==> src/rtl/truth_table_sweeper.sv <==
// Steps a small combinational circuit through every input row, samples its output after a
// settle delay, and scores the measured truth table against an expected word.
module truth_table_sweeper #(
  parameter  int N_IN          = 3,
  parameter  int SETTLE_CYCLES = 16,
  parameter  int CNT_W         = 16,
  localparam int TT_W          = 1 << N_IN
) (
  input  logic              clk,
  input  logic              rst,
  input  logic              start,
  input  logic              abort,
  input  logic [TT_W-1:0]   expected_tt,
  output logic [N_IN-1:0]   circ_in,
  input  logic              circ_out,
  output logic              busy,
  output logic              done,
  output logic              aborted,
  output logic [TT_W-1:0]   measured_tt,
  output logic              pass,
  output logic [N_IN:0]     mismatch_cnt,
  output logic [N_IN-1:0]   first_fail_row
);

  typedef enum logic [1:0] {
    IDLE   = 2'd0,
    SETTLE = 2'd1,
    SAMPLE = 2'd2,
    FINISH = 2'd3
  } state_t;

  state_t            state_r;
  logic [N_IN-1:0]   row_r;
  logic [CNT_W-1:0]  cnt_r;
  logic [TT_W-1:0]   exp_r;
  logic [N_IN-1:0]   bit_idx_s;
  logic              sample_bad_s;

  // Row r lands at bit TT_W-1-r, which for a power-of-two table is simply ~r.
  assign bit_idx_s    = ~row_r;
  assign sample_bad_s = circ_out ^ exp_r[bit_idx_s];

  // Sweep sequencer: drives circ_in, samples circ_out and accumulates the score.
  always_ff @(posedge clk or posedge rst) begin
    if (rst) begin
      state_r        <= IDLE;
      row_r          <= '0;
      cnt_r          <= '0;
      exp_r          <= '0;
      circ_in        <= '0;
      busy           <= 1'b0;
      done           <= 1'b0;
      aborted        <= 1'b0;
      measured_tt    <= '0;
      pass           <= 1'b0;
      mismatch_cnt   <= '0;
      first_fail_row <= '0;
    end else begin
      done    <= 1'b0;
      aborted <= 1'b0;
      // Abort outranks every in-flight state, including the final scoring cycle.
      if (abort && (state_r != IDLE)) begin
        state_r <= IDLE;
        row_r   <= '0;
        cnt_r   <= '0;
        circ_in <= '0;
        busy    <= 1'b0;
        aborted <= 1'b1;
        pass    <= 1'b0;
      end else begin
        case (state_r)
          IDLE: begin
            if (start && !abort) begin
              exp_r          <= expected_tt;
              measured_tt    <= '0;
              mismatch_cnt   <= '0;
              first_fail_row <= '0;
              pass           <= 1'b0;
              row_r          <= '0;
              cnt_r          <= '0;
              circ_in        <= '0;
              busy           <= 1'b1;
              state_r        <= SETTLE;
            end else begin
              state_r <= IDLE;
            end
          end
          SETTLE: begin
            cnt_r <= cnt_r + CNT_W'(1);
            if (cnt_r == CNT_W'(SETTLE_CYCLES - 1)) begin
              state_r <= SAMPLE;
            end else begin
              state_r <= SETTLE;
            end
          end
          SAMPLE: begin
            measured_tt[bit_idx_s] <= circ_out;
            if (sample_bad_s) begin
              mismatch_cnt <= mismatch_cnt + (N_IN+1)'(1);
              if (mismatch_cnt == '0) begin
                first_fail_row <= row_r;
              end else begin
                first_fail_row <= first_fail_row;
              end
            end else begin
              mismatch_cnt <= mismatch_cnt;
            end
            if (row_r == {N_IN{1'b1}}) begin
              state_r <= FINISH;
            end else begin
              row_r   <= row_r + N_IN'(1);
              circ_in <= row_r + N_IN'(1);
              cnt_r   <= '0;
              state_r <= SETTLE;
            end
          end
          FINISH: begin
            pass    <= (mismatch_cnt == '0);
            done    <= 1'b1;
            busy    <= 1'b0;
            circ_in <= '0;
            row_r   <= '0;
            state_r <= IDLE;
          end
          default: begin
            state_r <= IDLE;
            busy    <= 1'b0;
            circ_in <= '0;
          end
        endcase
      end
    end
  end

endmodule

==> config.mk <==
export PLATFORM = sky130hd
export DESIGN_NAME = truth_table_sweeper
export DESIGN_NICKNAME = d
export VERILOG_FILES = /design/src/rtl/truth_table_sweeper.sv
export SDC_FILE = /design/constraint.sdc
export NUM_CORES = 1
export LEC_CHECK = 0
export CORE_MARGIN = 2
export CORE_UTILIZATION = 35
export DETAILED_ROUTE_END_ITERATION = 16
export PLACE_DENSITY = 0.53
export SLEW_MARGIN = 20
export SYNTH_ARGS = -nofsm -noshare
export SYNTH_HDL_FRONTEND = slang
export SYNTH_SLANG_ARGS = --single-unit
==> constraint.sdc <==
create_clock -name clk -period 6.93 [get_ports clk]
set_input_delay 1.0395 -clock clk [delete_from_list [all_inputs] [get_ports clk]]
set_output_delay 1.0395 -clock clk [all_outputs]
set_load 0.02 [all_outputs]
==> results.json <==
{
  "routed_wl_um": 6229,
  "ioPinCount": 35,
  "synth_common_cells": "dfrtp_1 (48), nand2_1 (30), o21ai_0 (24)",
  "grt_pass1_wl_um": 10600,
  "start_kind": "input pin",
  "grt_max_degree": 49,
  "hold_buffers": 0,
  "syn-instance-count": 280,
  "layout.nets": 332,
  "maxCapViolations": 0,
  "setup_viol": 0,
  "tightest_slew_ns": 0.8416,
  "hold_class": "flip-flop to flip-flop",
  "multi_input_area_sq_mm": 0.001303,
  "p_leak_nw": 1.297,
  "htreeDepth": 2,
  "drtIter0Drc": 111,
  "setup_ws_ns": 3.572,
  "die-area_sq_mm": 0.008164,
  "fin_hold_ws_ns": 0.4892,
  "yosys.area.top_type_share": 0.4602,
  "clk_latency_ns": 0.31,
  "synth_edf_count": 0,
  "synthTopCellsByArea": "dfrtp_1 (46%), o21ai_0 (4.6%), ha_1 (4.3%), nand2_1 (4.3%), mux2_2 (3.5%)",
  "cts-root-buf": "clkbuf_8",
  "grt_busiest_layer": "met2",
  "register_area_sq_mm": 0.001201,
  "synth_ff_type": "dfrtp_1",
  "postCtsSetupBuffers": 0,
  "dr.pass1.iters": 4,
  "end_kind": "flip-flop",
  "avgSynthCellArea_sq_um": 9.321,
  "wl_per_cell_um": 15.23,
  "ant_nets": 0,
  "ys_ff_latch": 48,
  "max_freq_mhz": 297.8,
  "drive_above_1_share": 0.06452,
  "insertedDiodeCount": 0,
  "fin_crit_ns": 3.358,
  "drv_slew": 0,
  "pre_cts_slack_ns": 3.264,
  "outcome": "completed",
  "vias_per_cell": 5.489,
  "clkSlewWorstSetupHoldPaths_ns": 0.09,
  "initial_utilization": 0.3598,
  "yosysMostFrequentCell": "dfrtp_1",
  "cts_resized": 0,
  "clock_sinks": 48,
  "crit_top_cell": "or4_1",
  "io_buffers": 34,
  "synth_top_area_cell": "dfrtp_1",
  "cts_buffers": 5,
  "path_max_fanout": 13,
  "rsz0062_at_grt": "false",
  "maxSlewHeadroom": 0.4383,
  "syn_nets": 302,
  "die_y_um": 90.36,
  "syn_area_sq_mm": 0.002610,
  "slowest_stage": "or4_1",
  "grt_usage": 0.1583,
  "criticalPathCategory": "input pin to flip-flop",
  "fp.coreArea_sq_mm": 0.007253,
  "arrival_ns": 3.59,
  "clk_path_buf_depth": 2,
  "areaGrowthSynthToFinish_pct": 19.75,
  "seq_area_frac_synth": 0.4602,
  "num_vias": 2245,
  "use_met1": 0.2119,
  "dpl.hpwl_um": 4314,
  "place.gp.congestion": 0.8157,
  "peakVddDrop_mv": 0.06276,
  "use_met3": 0.03005,
  "first_global_vias": 2221,
  "synth.distinct_cells": 46,
  "crit_family": "simple AND/OR/NAND/NOR gates",
  "cp_cell_sequence": "clkdlybuf4s50_1, nand2b_1, and2_1, or4_1, or4_1, a21oi_1",
  "synth_warnings": 0,
  "finClkSkew_ns": 0.01443,
  "fin_crit_sh": 0.4846,
  "worstPathRequired_ns": 7.16,
  "met2_usage": 0.2594,
  "crit_buf_inv": 1,
  "hold_viol_final": 0,
  "fill_cells": 725,
  "cts_tree": "yes",
  "critPathMaxStageDelay_ns": 0.73,
  "setup_tns_ns": 0,
  "overflow": 0,
  "drc": 0,
  "antenna_found_initial": 0,
  "fp.dieW_um": 90.36,
  "async_reset_ff_frac": 1.000,
  "power_density_mw_per_mm2": 179.7,
  "num_rows": 31
}
==> registers in the layout, indices dropped and copies added, names as in the netlist <==
signal / count
cnt_r: 16
exp_r: 8
measured_tt: 8
mismatch_cnt: 4
first_fail_row: 3
row_r: 3
state_r: 2
aborted: 1
busy: 1
done: 1
pass: 1
==> tightest hold or removal path: cells and delay by family, from the launching register on <==
kind / cells / cell delay [ns]
flip-flops: 1 / 0.36
AND/OR/NAND/NOR: 1 / 0.05
AO/OA/AOI/OAI: 1 / 0.06
==> final timing paths <==
check                                           startpoint                         end  slack, ns  depth (start not counted)
worst max-delay path                                 abort       cnt_r[15]$_DFFE_PP0P_       3.57                          6
worst min-delay path            measured_tt[3]$_DFFE_PP0P_  measured_tt[3]$_DFFE_PP0P_       0.49                          2
min in group asynchronous                              rst        state_r[0]$_DFF_PP0_       1.19                          2
max in group asynchronous                              rst        exp_r[2]$_DFFE_PP0P_       5.23                          2
worst max register to register        state_r[0]$_DFF_PP0_       cnt_r[15]$_DFFE_PP0P_       4.00                          7
worst min register to register  measured_tt[3]$_DFFE_PP0P_  measured_tt[3]$_DFFE_PP0P_       0.49                          2
==> metal layers <==
metal	vias to the layer above	routed length, um
met2	62	2876
met4	0	70
met5	-	0
met3	7	302
met1	1105	2979
li1	1071	-
==> layout make-up <==
cell class,count,share of cell area
well taps,99,0.03963
multi-input cells,205,0.4167
inverters,16,0.01962
clock buffers,7,0.03082
repair buffers,34,0.1089
flip-flops and latches,48,0.3843
==> per-stage QoR <==
stage / utilization / area [sq um] / std cells / total power [mW]
2_1_floorplan: - / 2610 / 280 / 0.3582
3_3_place_gp: 0.4175 / 3028 / 402 / 0.3836
3_5_place_dp: 0.4175 / 3028 / 402 / 0.3846
4_1_cts: 0.4307 / 3124 / 409 / 0.5691
5_1_grt: 0.4309 / 3126 / 409 / 0.5877
6_report: 0.4309 / 3126 / 409 / 0.5617
==> placed cells by master, fill, tap and decap left out, types with 4 or more instances in the layout <==
cell type,instances
dfrtp_1,48
clkdlybuf4s50_1,34
nand2_1,30
o21ai_0,24
nor2_1,21
inv_1,14
a21oi_1,14
nor4_1,9
ha_1,9
nand3_1,8
xnor2_1,8
mux2_2,8
clkbuf_8,7
nand4_1,5
nand2b_1,5
or4_1,5
mux2i_1,5
and2_1,4
and3_1,4
nor3_1,4
==> cell families after synthesis <==
kind of cell | count (synthesis) | synth area share
adders and majority gates | 9 | 0.04315
muxes | 13 | 0.05369
AOI/OAI and AO/OA | 65 | 0.1572
xor gates and xnor gates | 8 | 0.02685
and+or+nand+nor | 110 | 0.2181
DFF | 48 | 0.4602
buffers and inverters | 27 | 0.04075
==> power breakdown <==
part / switching, mW / internal [mW] / total, mW
logic: 0.0450 / 0.0306 / 0.0756
registers: 0.00848 / 0.294 / 0.302
clock network: 0.0948 / 0.0891 / 0.184
Power figures use the tool's default switching activity.
